**src/rtl/pico_pkg.sv**
```systemverilog
// Shared constants and types for the pico-MIPS core.
// Widths here must agree with program_memory.
package pico_pkg;

    localparam int N             = 8;
    localparam int AddrSz        = 6;
    localparam int InstructionSz = 24;

    typedef enum logic {FETCH_RUN, FETCH_HALT} fetch_state_t;

    typedef logic [AddrSz-1:0] pc_t;

endpackage

```
**src/rtl/fetch_unit_if.sv**
```systemverilog
// Fetch stage bus: redirect/stall controls in, PC and instruction register out.
// The master side is the core (decode/execute plus program_memory data).
interface fetch_unit_if;
    import pico_pkg::*;

    logic                     stall;
    logic                     branch_taken;
    logic [N-1:0]             branch_offset;
    logic                     jump;
    logic [AddrSz-1:0]        jump_target;
    logic                     halt_req;
    logic [InstructionSz-1:0] instruction_in;
    logic [AddrSz-1:0]        pc_addr;
    logic [InstructionSz-1:0] instr_out;
    logic [AddrSz-1:0]        instr_pc;
    logic                     instr_valid;
    logic                     halted;

    modport master (
        output stall, branch_taken, branch_offset, jump, jump_target,
               halt_req, instruction_in,
        input  pc_addr, instr_out, instr_pc, instr_valid, halted
    );

    modport slave (
        input  stall, branch_taken, branch_offset, jump, jump_target,
               halt_req, instruction_in,
        output pc_addr, instr_out, instr_pc, instr_valid, halted
    );

endinterface

```
**src/rtl/pc_next_sel.sv**
```systemverilog
// Combinational next-PC selection: halt > jump > branch > sequential.
// Redirect controls arrive already qualified by the top level.
module pc_next_sel #(
    parameter int N      = 8,
    parameter int AddrSz = 6
) (
    input  logic [AddrSz-1:0] pc,
    input  logic [AddrSz-1:0] instr_pc,
    input  logic              halt,
    input  logic              jump,
    input  logic              branch,
    input  logic [N-1:0]      branch_offset,
    input  logic [AddrSz-1:0] jump_target,
    output logic [AddrSz-1:0] pc_next,
    output logic              flush
);

    localparam int W = (N > AddrSz) ? N : AddrSz;

    logic [W-1:0] offset_ext;
    logic [W-1:0] pc_ext;
    logic [W-1:0] branch_sum;

    // Offset is sign-extended into the wider of the two widths; the sum is then
    // truncated, which gives modulo-2^AddrSz arithmetic for any N.
    generate
        for (genvar gi = 0; gi < W; gi++) begin : g_ext
            if (gi < N) begin : g_off
                assign offset_ext[gi] = branch_offset[gi];
            end else begin : g_sgn
                assign offset_ext[gi] = branch_offset[N-1];
            end
            if (gi < AddrSz) begin : g_pc
                assign pc_ext[gi] = instr_pc[gi];
            end else begin : g_pad
                assign pc_ext[gi] = 1'b0;
            end
        end
    endgenerate

    assign branch_sum = pc_ext + offset_ext;

    always_comb begin
        pc_next = pc + AddrSz'(1);
        flush   = 1'b0;
        if (halt) begin
            pc_next = pc;
            flush   = 1'b1;
        end else if (jump) begin
            pc_next = jump_target;
            flush   = 1'b1;
        end else if (branch) begin
            pc_next = branch_sum[AddrSz-1:0];
            flush   = 1'b1;
        end
    end

endmodule

```
**src/rtl/fetch_unit.sv**
```systemverilog
// Instruction fetch stage: PC register, one-entry instruction register,
// redirect/flush handling and a sticky HALT state left only by reset.
module fetch_unit #(
    parameter int N             = 8,
    parameter int AddrSz        = 6,
    parameter int InstructionSz = 24
) (
    input  logic         clk,
    input  logic         reset,
    fetch_unit_if.slave  bus
);
    import pico_pkg::*;

    fetch_state_t             state_reg, state_next;
    logic [AddrSz-1:0]        pc_reg;
    logic [InstructionSz-1:0] instr_reg;
    logic [AddrSz-1:0]        ipc_reg;
    logic                     valid_reg;

    logic                     run_en;
    logic                     qual;
    logic                     halt_q, jump_q, branch_q;
    logic [AddrSz-1:0]        pc_next;
    logic                     flush;

    // Redirects belong to the instruction in the register, so they only count
    // when that instruction is valid and the stage actually advances.
    assign run_en   = (state_reg == FETCH_RUN) && !bus.stall;
    assign qual     = run_en && valid_reg;
    assign halt_q   = qual && bus.halt_req;
    assign jump_q   = qual && bus.jump;
    assign branch_q = qual && bus.branch_taken;

    pc_next_sel #(
        .N      (N),
        .AddrSz (AddrSz)
    ) u_pc_next_sel (
        .pc            (pc_reg),
        .instr_pc      (ipc_reg),
        .halt          (halt_q),
        .jump          (jump_q),
        .branch        (branch_q),
        .branch_offset (bus.branch_offset),
        .jump_target   (bus.jump_target),
        .pc_next       (pc_next),
        .flush         (flush)
    );

    always_ff @(posedge clk or posedge reset) begin
        if (reset) begin
            state_reg <= FETCH_RUN;
        end else begin
            state_reg <= state_next;
        end
    end

    always_comb begin
        state_next = state_reg;
        case (state_reg)
            FETCH_RUN:  if (halt_q) state_next = FETCH_HALT;
            FETCH_HALT: state_next = FETCH_HALT;
            default:    state_next = FETCH_RUN;
        endcase
    end

    always_ff @(posedge clk or posedge reset) begin
        if (reset) begin
            pc_reg    <= '0;
            instr_reg <= '0;
            ipc_reg   <= '0;
            valid_reg <= 1'b0;
        end else if (run_en) begin
            pc_reg <= pc_next;
            if (flush) begin
                valid_reg <= 1'b0;
            end else begin
                instr_reg <= bus.instruction_in;
                ipc_reg   <= pc_reg;
                valid_reg <= 1'b1;
            end
        end
    end

    assign bus.pc_addr     = pc_reg;
    assign bus.instr_out   = instr_reg;
    assign bus.instr_pc    = ipc_reg;
    assign bus.instr_valid = valid_reg;
    assign bus.halted      = (state_reg == FETCH_HALT);

endmodule

```
**src/flat_wrapper.sv**
```systemverilog
// flat-port wrapper written by rule: the top's interface ports become plain ports
module fetch_unit_flat import pico_pkg::*;
#(
    parameter int N             = 8,
    parameter int AddrSz        = 6,
    parameter int InstructionSz = 24
)
  (clk, reset, bus_stall, bus_branch_taken, bus_branch_offset, bus_jump, bus_jump_target, bus_halt_req, bus_instruction_in, bus_pc_addr, bus_instr_out, bus_instr_pc, bus_instr_valid, bus_halted);
  fetch_unit_if bus_i ();
  input  logic clk;
  input  logic reset;
  input wire logic [$bits(bus_i.stall)-1:0] bus_stall;
  input wire logic [$bits(bus_i.branch_taken)-1:0] bus_branch_taken;
  input wire logic [$bits(bus_i.branch_offset)-1:0] bus_branch_offset;
  input wire logic [$bits(bus_i.jump)-1:0] bus_jump;
  input wire logic [$bits(bus_i.jump_target)-1:0] bus_jump_target;
  input wire logic [$bits(bus_i.halt_req)-1:0] bus_halt_req;
  input wire logic [$bits(bus_i.instruction_in)-1:0] bus_instruction_in;
  output wire logic [$bits(bus_i.pc_addr)-1:0] bus_pc_addr;
  output wire logic [$bits(bus_i.instr_out)-1:0] bus_instr_out;
  output wire logic [$bits(bus_i.instr_pc)-1:0] bus_instr_pc;
  output wire logic [$bits(bus_i.instr_valid)-1:0] bus_instr_valid;
  output wire logic [$bits(bus_i.halted)-1:0] bus_halted;
  assign bus_i.stall = bus_stall;
  assign bus_i.branch_taken = bus_branch_taken;
  assign bus_i.branch_offset = bus_branch_offset;
  assign bus_i.jump = bus_jump;
  assign bus_i.jump_target = bus_jump_target;
  assign bus_i.halt_req = bus_halt_req;
  assign bus_i.instruction_in = bus_instruction_in;
  assign bus_pc_addr = bus_i.pc_addr;
  assign bus_instr_out = bus_i.instr_out;
  assign bus_instr_pc = bus_i.instr_pc;
  assign bus_instr_valid = bus_i.instr_valid;
  assign bus_halted = bus_i.halted;
  fetch_unit #(.N(N), .AddrSz(AddrSz), .InstructionSz(InstructionSz)) u_core (.clk(clk), .reset(reset), .bus(bus_i));
endmodule
```
**config.mk**
```make
export PLATFORM = sky130hd
export DESIGN_NAME = fetch_unit_flat
export DESIGN_NICKNAME = d
export VERILOG_FILES = /design/src/rtl/pico_pkg.sv /design/src/rtl/fetch_unit_if.sv /design/src/rtl/pc_next_sel.sv /design/src/rtl/fetch_unit.sv /design/src/flat_wrapper.sv
export SDC_FILE = /design/constraint.sdc
export NUM_CORES = 1
export LEC_CHECK = 0
export CORE_MARGIN = 2
export CORE_UTILIZATION = 46
export DETAILED_ROUTE_END_ITERATION = 16
export PLACE_DENSITY = 0.9
export SLEW_MARGIN = 10
export SYNTH_ARGS = -nofsm -noshare
export SYNTH_HDL_FRONTEND = slang
export SYNTH_HIERARCHICAL = 1
export SYNTH_SLANG_ARGS = --single-unit
```
**constraint.sdc**
```tcl
create_clock -name clk -period 5.9 [get_ports clk]
set_input_delay 1.18 -clock clk [delete_from_list [all_inputs] [get_ports clk]]
set_output_delay 1.18 -clock clk [all_outputs]
set_load 0.05 [all_outputs]
```
==> results.py, run 1 <==
metrics = {
    "run_status": {
        "status": "finished, final reports clean",
    },
    "critical_path": {
        "path_class": "primary input to flop",
        "cp.arrival_ps": 3650,
        "cp-end-kind": "flop",
        "path_max_fanout": 31,
        "slowest_stage": "clkdlybuf4s50_1",
        "cp.required_ps": 6070,
        "crit_path_max_incr_delay_ps": 580,
        "startpoint_type": "primary input",
        "worstRegToRegCells": 6,
        "worstPathCellList": "clkdlybuf4s50_1 -> nor2_2 -> and3_1 -> or3_1 -> nor3_4 -> buf_4 -> mux2_2",
    },
    "sta": {
        "post-route-period-util_pct": 58.91,
        "max_freq_mhz": 287.7,
        "rsz0062_at_grt": "false",
        "fin_crit_ps": 3476,
        "timing.final.max_slew_violations": 0,
        "setup_viol": 0,
        "slew_headroom_pct": 65.64,
        "worst_slew_pin_slew_ps": 513.8,
        "finalSetupTns_ps": 0,
        "hold_viol_final": 0,
        "finalClockSkew_ps": 4.277,
    },
    "place": {
        "place_congestion": 0.8259,
        "io_buffer_count": 79,
        "dpl.hpwl_um": 3088,
        "dp_cells": 284,
    },
    "floorplanning": {
        "die_w_um": 68.89,
        "die_y_um": 68.89,
        "rows": 23,
        "start_util_pct": 48.07,
        "dieArea_um2": 4746,
        "io_pins": 82,
        "coreArea_um2": 4029,
    },
    "yosys": {
        "yosys.area.top_type": "dfrtp_1",
        "ys_ff_latch": 38,
        "synth_edf_count": 0,
        "syn_nets": 210,
        "syn_inst": 159,
        "synth-seq-area-share_pct": 49.10,
        "synth_top_area_share_pct": 49.10,
        "async_flop_share_pct": 100.0,
        "synthesis.area_um2": 1937,
        "synth_most_common_cell": "dfrtp_1",
        "synth.distinct_cells": 37,
        "syn_area_per_cell_um2": 12.18,
        "synth-main-ff-cell": "dfrtp_1",
        "synth.area.top_cells": "dfrtp_1 49%, mux2_2 20%, ha_1 3.9%",
        "synthTopCellsByCount": "38 x dfrtp_1, 34 x mux2_2, 9 x a21oi_1",
        "synth_warnings": 6,
    },
    "clock_tree": {
        "numCtsBuffers": 5,
        "cts_setup_buffers": 0,
        "cts_num_sinks": 38,
        "postCtsResizedCells": 0,
        "cts_max_path_buffers": 2,
        "clockRootBuffer": "clkbuf_8",
        "clk_latency_ps": 290,
        "tritoncts": "yes",
        "clkSlewWorstSetupHoldPaths_ps": 80,
        "htreeDepth": 2,
        "cts_hold_buffers": 0,
    },
    "pwr": {
        "p_total_mw": 1.794,
        "p_leak_nw": 1.209,
        "power_density_nw_per_um2": 619.6,
        "peakVddDrop_v": 0.0005217,
    },
    "routing": {
        "drtPass1Iterations": 4,
        "wl_per_cell_um": 14.66,
        "route.detailed.drc": 0,
        "drtAntennaViolNets": 0,
        "num_vias": 1516,
        "wirelength_um": 4282,
        "drtIter0Drc": 58,
        "via_per_inst": 5.192,
    },
    "final_layout": {
        "antenna_cells": 0,
        "final_util_pct": 71.86,
        "finalNonFillerCells": 292,
        "drive_above_1_share_pct": 20.25,
        "fin_nets": 292,
        "syn_to_final_growth_pct": 49.48,
    },
    "global_route": {
        "grt_max_degree": 39,
        "grt_first_pass_wirelength_um": 6941,
        "grt.overflow.total": 0,
        "grt_use_total_pct": 20.06,
        "grt_pass1_vias": 1644,
        "antenna_found_initial": 0,
    },
    "min_path": {
        "hold_path_depth": 1,
        "hp-class": "flop to flop",
    },
    "run": {
        "maxCapViolations": 0,
    },
}
critical path, delay by kind of cell:
kind | cells | cell delay [ps]
simple gates | 4 | 1080
mux | 1 | 400
buf+inv | 2 | 970
final cells by class:
| type | instances | area (um2) |
|---|---|---|
| fill | 300 | 1134 |
| sequential | 38 | 950.9 |
| multi-input combinational | 107 | 908.4 |
| timing repair buffer | 81 | 805.8 |
| clock buffer | 5 | 68.82 |
| clock inverter | 3 | 68.82 |
| tap | 50 | 62.56 |
| inverter | 8 | 30.03 |
state kept, by name (all words and copies together) (netlist names):
name	flops
u_core/bus.instr_valid	1
u_core/bus.instr_pc	6
u_core/bus.pc_addr	6
u_core/bus.halted	1
u_core/bus.instr_out	24
cell usage in the layout, fill, tap and decap left out, drive strengths merged:
cell / n
nor3b: 1
or3: 1
a211oi: 1
clkdlybuf4s50: 79
dfrtp: 38
mux2i: 1
clkinv: 1
bufinv: 2
a21o: 2
o31ai: 2
o22ai: 1
and3b: 2
xor2: 1
o21ai: 10
mux2: 36
o21a: 1
o211ai: 2
nor3: 3
o21bai: 1
nor2b: 1
nand2b: 1
nor2: 5
ha: 6
clkbuf: 5
nand2: 5
inv: 8
xnor2: 4
a22o: 1
a21oi: 9
and3: 5
fa: 1
nand3: 4
buf: 2
kinds of logic after synthesis:
logic type	after synthesis	share of synthesized area, %
flip-flops	38	49.10
XOR/XNOR	5	2.261
adder cells (fa/ha/maj)	7	4.909
AO/OA/AOI/OAI	30	9.431
AND/OR/NAND/NOR	28	8.851
buffers and inverters	14	4.005
multiplexers	37	21.45
final timing paths:
path / startpoint / end / slack, ps
hold / removal: u_core/bus.instr_out[4] / u_core/bus.instr_out[4] / 500
setup reg to reg: u_core/bus.halted / u_core/bus.instr_out[18] / 3440
min in group asynchronous: reset / u_core/bus.instr_out[12] / 1320
hold reg to reg: u_core/bus.instr_out[4] / u_core/bus.instr_out[4] / 500
max in group asynchronous: reset / u_core/bus.instr_out[8] / 4250
setup / recovery: bus_stall / u_core/bus.instr_out[18] / 2420
through the flow:
step | instance area (um2) | hold WS [ps] | worst slack (ps)
floorplan | 1937 | 794.4 | 2981
global route | 2895 | 525.7 | 2320
detailed placement | 2758 | 483.5 | 2117
CTS | 2895 | 502.4 | 2427
global placement | 2758 | 473.3 | 2156
finish | 2895 | 504.2 | 2424
metal layers:
layer	GRT usage [%]	part of all wire [%]	vias up
met3	6.494	7.1	4
met2	36.78	52	50
met1	21.16	40	726
met4	7.843	0.63	0
li1	-	-	736
met5	0	0	-
report_power, final:
group	switching [mW]	leakage [nW]	internal (mW)	total [mW]
clock network	0.0957	0.0683	0.169	0.265
registers	0.100	0.450	0.388	0.489
logic	0.637	0.691	0.403	1.04
total	0.833	1.21	0.961	1.79
Power figures use the tool's default switching activity.
==> inputs of run 2 (changes only) <==
Settings changed: CORE_UTILIZATION 46 to 42, PLACE_DENSITY 0.9 to 0.83.
Clock period 5.9 ns to 3.4 ns, I/O delays scaled along.
==> run 2 against run 1 <==
Via count rose by 1.2%. Utilization fell by 6.2 points. Highest routed layer unchanged. Wire length fell by 7.8%. Cell count rose by 1.4%. Critical path depth did not move.
==> results.py, run 2 (synthesis results as in run 1) <==
metrics = {
    "floorplanning": {
        "die_y_um": 71.91,
        "start_util_pct": 44.18,
        "io_pins": 82,
        "rows": 24,
        "coreArea_um2": 4384,
        "die_w_um": 71.91,
        "dieArea_um2": 5171,
    },
    "global_route": {
        "antenna_found_initial": 0,
        "grt_first_pass_wirelength_um": 6699,
        "grt.overflow.total": 0,
        "grt_max_degree": 39,
        "grt_use_total_pct": 16.77,
        "grt_pass1_vias": 1564,
    },
    "clock_tree": {
        "clk_latency_ps": 280,
        "cts_hold_buffers": 0,
        "numCtsBuffers": 5,
        "postCtsResizedCells": 0,
        "clockRootBuffer": "clkbuf_8",
        "cts_setup_buffers": 0,
        "htreeDepth": 2,
        "cts_num_sinks": 38,
        "tritoncts": "yes",
        "cts_max_path_buffers": 2,
        "clkSlewWorstSetupHoldPaths_ps": 70,
    },
    "final_layout": {
        "fin_area_um2": 2879,
        "largest_register_ffs": 24,
        "fin_nets": 294,
        "antenna_cells": 0,
        "finalNonFillerCells": 296,
        "final_util_pct": 65.67,
        "drive_above_1_share_pct": 20.49,
        "final_common_cell": "clkdlybuf4s50_1",
        "nFillCells": 370,
        "syn_to_final_growth_pct": 48.64,
        "final_cell_mix": "79 x clkdlybuf4s50_1, 38 x dfrtp_1, 34 x mux2_2",
    },
    "place": {
        "place_ws_ps": 362.7,
        "io_buffer_count": 79,
        "place_congestion": 0.8173,
        "dp_cells": 288,
        "dpl.hpwl_um": 2974,
        "place_area_um2": 2788,
    },
    "run": {
        "maxCapViolations": 0,
    },
    "pwr": {
        "p_leak_nw": 1.202,
        "p_total_mw": 2.944,
        "power_density_nw_per_um2": 1023,
        "peakVddDrop_v": 0.0006236,
    },
    "sta": {
        "timing.final.max_slew_violations": 0,
        "post-route-period-util_pct": 80.25,
        "fin_crit_ps": 2728,
        "slew_headroom_pct": 65.56,
        "worst_slew_pin_slew_ps": 514.9,
        "rsz0062_at_grt": "false",
        "hold_ws_ps": 486.5,
        "finalWorstSetupSlack_ps": 671.6,
        "max_freq_mhz": 366.5,
        "hold_viol_final": 0,
        "setup_viol": 0,
        "finalClockSkew_ps": 4.226,
        "finalSetupTns_ps": 0,
    },
    "min_path": {
        "hold_path_depth": 1,
        "hp-class": "flop to flop",
    },
    "critical_path": {
        "cp-end-kind": "flop",
        "crit_path_max_incr_delay_ps": 580,
        "cp.required_ps": 3560,
        "cp.arrival_ps": 2890,
        "slowest_stage": "clkdlybuf4s50_1",
        "path_max_fanout": 31,
        "worstRegToRegCells": 6,
        "path_depth": 7,
        "cp.buffers_inverters": 2,
        "critical_path.top_delay_family": "simple AND/OR/NAND/NOR gates",
        "worstPathCellList": "clkdlybuf4s50_1 -> nor2_2 -> and3_1 -> or3_1 -> nor3_4 -> buf_12 -> mux2_2",
        "startpoint_type": "primary input",
        "path_class": "primary input to flop",
    },
    "routing": {
        "drtPass1Iterations": 4,
        "via_per_inst": 5.182,
        "wirelength_um": 3947,
        "drtAntennaViolNets": 0,
        "drtIter0Drc": 68,
        "route.detailed.drc": 0,
        "num_vias": 1534,
        "wl_per_cell_um": 13.33,
    },
    "run_status": {
        "status": "finished, final reports clean",
    },
}
==> run 2: cell types whose count changed in the layout (fill, tap and decap cells not counted), sizes merged <==
cell and delta:
buf +2, clkbuf +2, bufinv -2
==> run 2: path summary, 6_finish.rpt <==
path / startpoint / to / slack, ps
setup / recovery: bus_stall / u_core/bus.instr_out[21] / 670
setup reg to reg: u_core/bus.halted / u_core/bus.instr_out[21] / 1200
min in group asynchronous: reset / u_core/bus.instr_out[23] / 810
max in group asynchronous: reset / u_core/bus.instr_out[18] / 2250
hold reg to reg: u_core/bus.instr_out[4] / u_core/bus.instr_out[4] / 490
hold / removal: u_core/bus.instr_out[4] / u_core/bus.instr_out[4] / 490
==> run 2: worst register-to-register path, stage by stage, from the launching register on <==
cell	delay, ps
dfrtp_1	450
nor2_2	140
and3_1	340
or3_1	400
nor3_4	160
buf_12	220
mux2_2	380
==> run 2: layer usage <==
layer	global-route usage [%]	share of wire, %	vias up
li1	-	-	738
met1	20.18	41	746
met2	27.88	51	46
met3	6.250	7.3	4
met4	5.660	0.79	0
met5	0	0	-
==> run 2: layout make-up <==
| cell class | count | area, um2 | share of cell area (%) |
|---|---|---|---|
| Timing Repair Buffer | 83 | 833.3 | 28.94 |
| Clock inverter | 1 | 5.005 | 0.1738 |
| Tap cell | 52 | 65.06 | 2.260 |
| Inverter | 8 | 30.03 | 1.043 |
| Multi-Input combinational cell | 107 | 908.4 | 31.55 |
| Clock buffer | 7 | 86.33 | 2.999 |
| Sequential cell | 38 | 950.9 | 33.03 |
==> run 2: power breakdown <==
| part | switching (mW) | internal [mW] |
|---|---|---|
| Clock | 0.144 | 0.163 |
| Combinational | 1.09 | 0.699 |
| Sequential | 0.171 | 0.674 |
==> inputs of run 3 (changes only) <==
Clock period 3.4 ns to 2.7 ns, I/O delays scaled along.
==> run 3 against run 2 <==
Design area grew 0.74%. Clock power increased by 22%. Sequential share of layout area shrank 0.24 points. Sequential cell count unchanged. Sequential power rose by 27%. Setup slack got worse by 300 ps. Clock-buffer cell count shrank 1. Combinational power increased by 27%. Die area did not move. Critical path depth is 3 higher. Wire length is 7.2% higher. First-iteration DRC count decreased by 4.4%. Highest routed layer unchanged.
==> results.py, run 3 (synthesis results as in run 1) <==
metrics = {
    "floorplanning": {
        "rows": 24,
        "coreArea_um2": 4384,
        "die_y_um": 71.91,
        "io_pins": 82,
        "dieArea_um2": 5171,
        "start_util_pct": 44.18,
        "die_w_um": 71.91,
    },
    "routing": {
        "drtIter0Drc": 65,
        "num_vias": 1540,
        "drtAntennaViolNets": 0,
        "wl_per_cell_um": 14.19,
        "wirelength_um": 4230,
        "drtPass1Iterations": 4,
        "route.detailed.drc": 0,
        "via_per_inst": 5.168,
    },
    "final_layout": {
        "final_cell_mix": "79 x clkdlybuf4s50_1, 38 x dfrtp_1, 34 x mux2_2",
        "multi_input_area_um2": 908.4,
        "largest_register_ffs": 24,
        "syn_to_final_growth_pct": 49.74,
        "antenna_cells": 0,
        "final_common_cell": "clkdlybuf4s50_1",
        "drive_above_1_share_pct": 21.54,
        "fin_nets": 298,
        "regArea_um2": 950.9,
        "nFillCells": 356,
    },
    "critical_path": {
        "reg2reg_setup_slack_ps": 700,
        "startpoint_type": "primary input",
        "crit_start": "bus_branch_offset[0]",
        "path_class": "primary input to flop",
        "cp.required_ps": 2870,
        "endpoint": "u_core/bus.pc_addr[4]",
        "r2r_end": "u_core/bus.instr_out[17]",
        "path_max_fanout": 3,
        "worstRegToRegCells": 6,
        "cp.arrival_ps": 2500,
        "r2r-start": "u_core/bus.halted",
        "cp-end-kind": "flop",
    },
    "sta": {
        "hold_viol_final": 0,
        "rsz0062_at_grt": "false",
        "hold_ws_ps": 491.6,
        "fin_crit_ps": 2333,
        "worst_slew_pin_slew_ps": 516.3,
        "post-route-period-util_pct": 86.41,
        "setup_viol": 0,
        "finalWorstSetupSlack_ps": 366.9,
        "timing.final.max_slew_violations": 0,
        "finalSetupTns_ps": 0,
        "slew_headroom_pct": 65.47,
        "max_freq_mhz": 428.6,
        "finalClockSkew_ps": 4.252,
    },
    "place": {
        "place_congestion": 0.8022,
        "place_ws_ps": 84.68,
        "io_buffer_count": 79,
        "dpl.hpwl_um": 3169,
    },
    "pwr": {
        "p_leak_nw": 1.218,
        "power_density_nw_per_um2": 1279,
        "peakVddDrop_v": 0.0007123,
    },
    "min_path": {
        "hp-class": "flop to flop",
    },
    "global_route": {
        "grt_first_pass_wirelength_um": 7162,
        "grt.overflow.total": 0,
        "grt_use_total_pct": 17.53,
        "grt_max_degree": 39,
        "antenna_found_initial": 0,
        "grt_pass1_vias": 1616,
    },
    "clock_tree": {
        "cts_hold_buffers": 0,
        "postCtsResizedCells": 0,
        "clkSlewWorstSetupHoldPaths_ps": 70,
        "cts_max_path_buffers": 2,
        "clockRootBuffer": "clkbuf_8",
        "clk_latency_ps": 280,
        "htreeDepth": 2,
        "numCtsBuffers": 5,
        "cts_num_sinks": 38,
        "cts_setup_buffers": 0,
        "tritoncts": "yes",
    },
    "run": {
        "maxCapViolations": 0,
    },
    "run_status": {
        "status": "finished, final reports clean",
    },
}
run 3: changes by cell type in the layout (fill, tap and decap cells not counted):
cell	previous run	this run
buf_4	3	7
clkbuf_1	1	0
clkinv_2	1	0
run 3: per-stage QoR:
stage,total power [mW],instances,utilization (%),cell area [um2]
finish,3.708,298,66.15,2900
CTS,3.744,298,66.15,2900
global route,3.918,298,66.15,2900
detailed placement,3.353,292,64.27,2818
floorplan,2.584,159,-,1937
global placement,3.304,292,64.27,2818
run 3: layout make-up:
type                       count  share of cell area, %
multi-input combinational    107                  31.32
inverter                       8                  1.035
tap                           52                  2.243
timing repair buffer          87                  29.77
clock buffer                   6                  2.847
sequential                    38                  32.79
run 3: worst min path at each step:
| stage | startpoint | endpoint | slack (ps) | cells past startpoint |
|---|---|---|---|---|
| 6_report | u_core/bus.instr_out[4] | u_core/bus.instr_out[4] | 490 | 1 |
| 3_5_place_dp | u_core/bus.instr_out[4] | u_core/bus.instr_out[4] | 480 | 1 |
| 4_1_cts | u_core/bus.instr_out[4] | u_core/bus.instr_out[4] | 500 | 1 |
| 2_1_floorplan | bus_stall | u_core/bus.halted | 640 | 1 |
| 3_3_place_gp | u_core/bus.instr_out[0] | u_core/bus.instr_out[0] | 470 | 1 |
| 5_1_grt | u_core/bus.instr_out[0] | u_core/bus.instr_out[0] | 520 | 1 |
run 3: report_power, final:
part / switching [mW] / leakage (nW) / total, mW / internal, mW
sequential: 0.217 / 0.450 / 1.07 / 0.849
combinational: 1.39 / 0.725 / 2.27 / 0.881
clock: 0.177 / 0.0431 / 0.374 / 0.197
total: 1.78 / 1.22 / 3.71 / 1.93
run 3: routing by layer:
layer | global-route usage, % | routed length [um] | up-vias | part of all wire [%]
li1 | - | - | 738 | -
met1 | 20.77 | 1745 | 743 | 41
met2 | 30.66 | 2091 | 54 | 49
met3 | 5.556 | 354 | 5 | 8.4
met4 | 5.031 | 39 | 0 | 0.92
met5 | 0 | 0 | - | 0
run 3: critical path, cell delays in order:
cell	delay, ps
clkdlybuf4s50_1	470
ha_1	200
inv_1	80
fa_1	410
nor2b_1	150
o21ai_1	80
nand3_1	80
and3b_1	160
o21ai_1	70
mux2_2	260
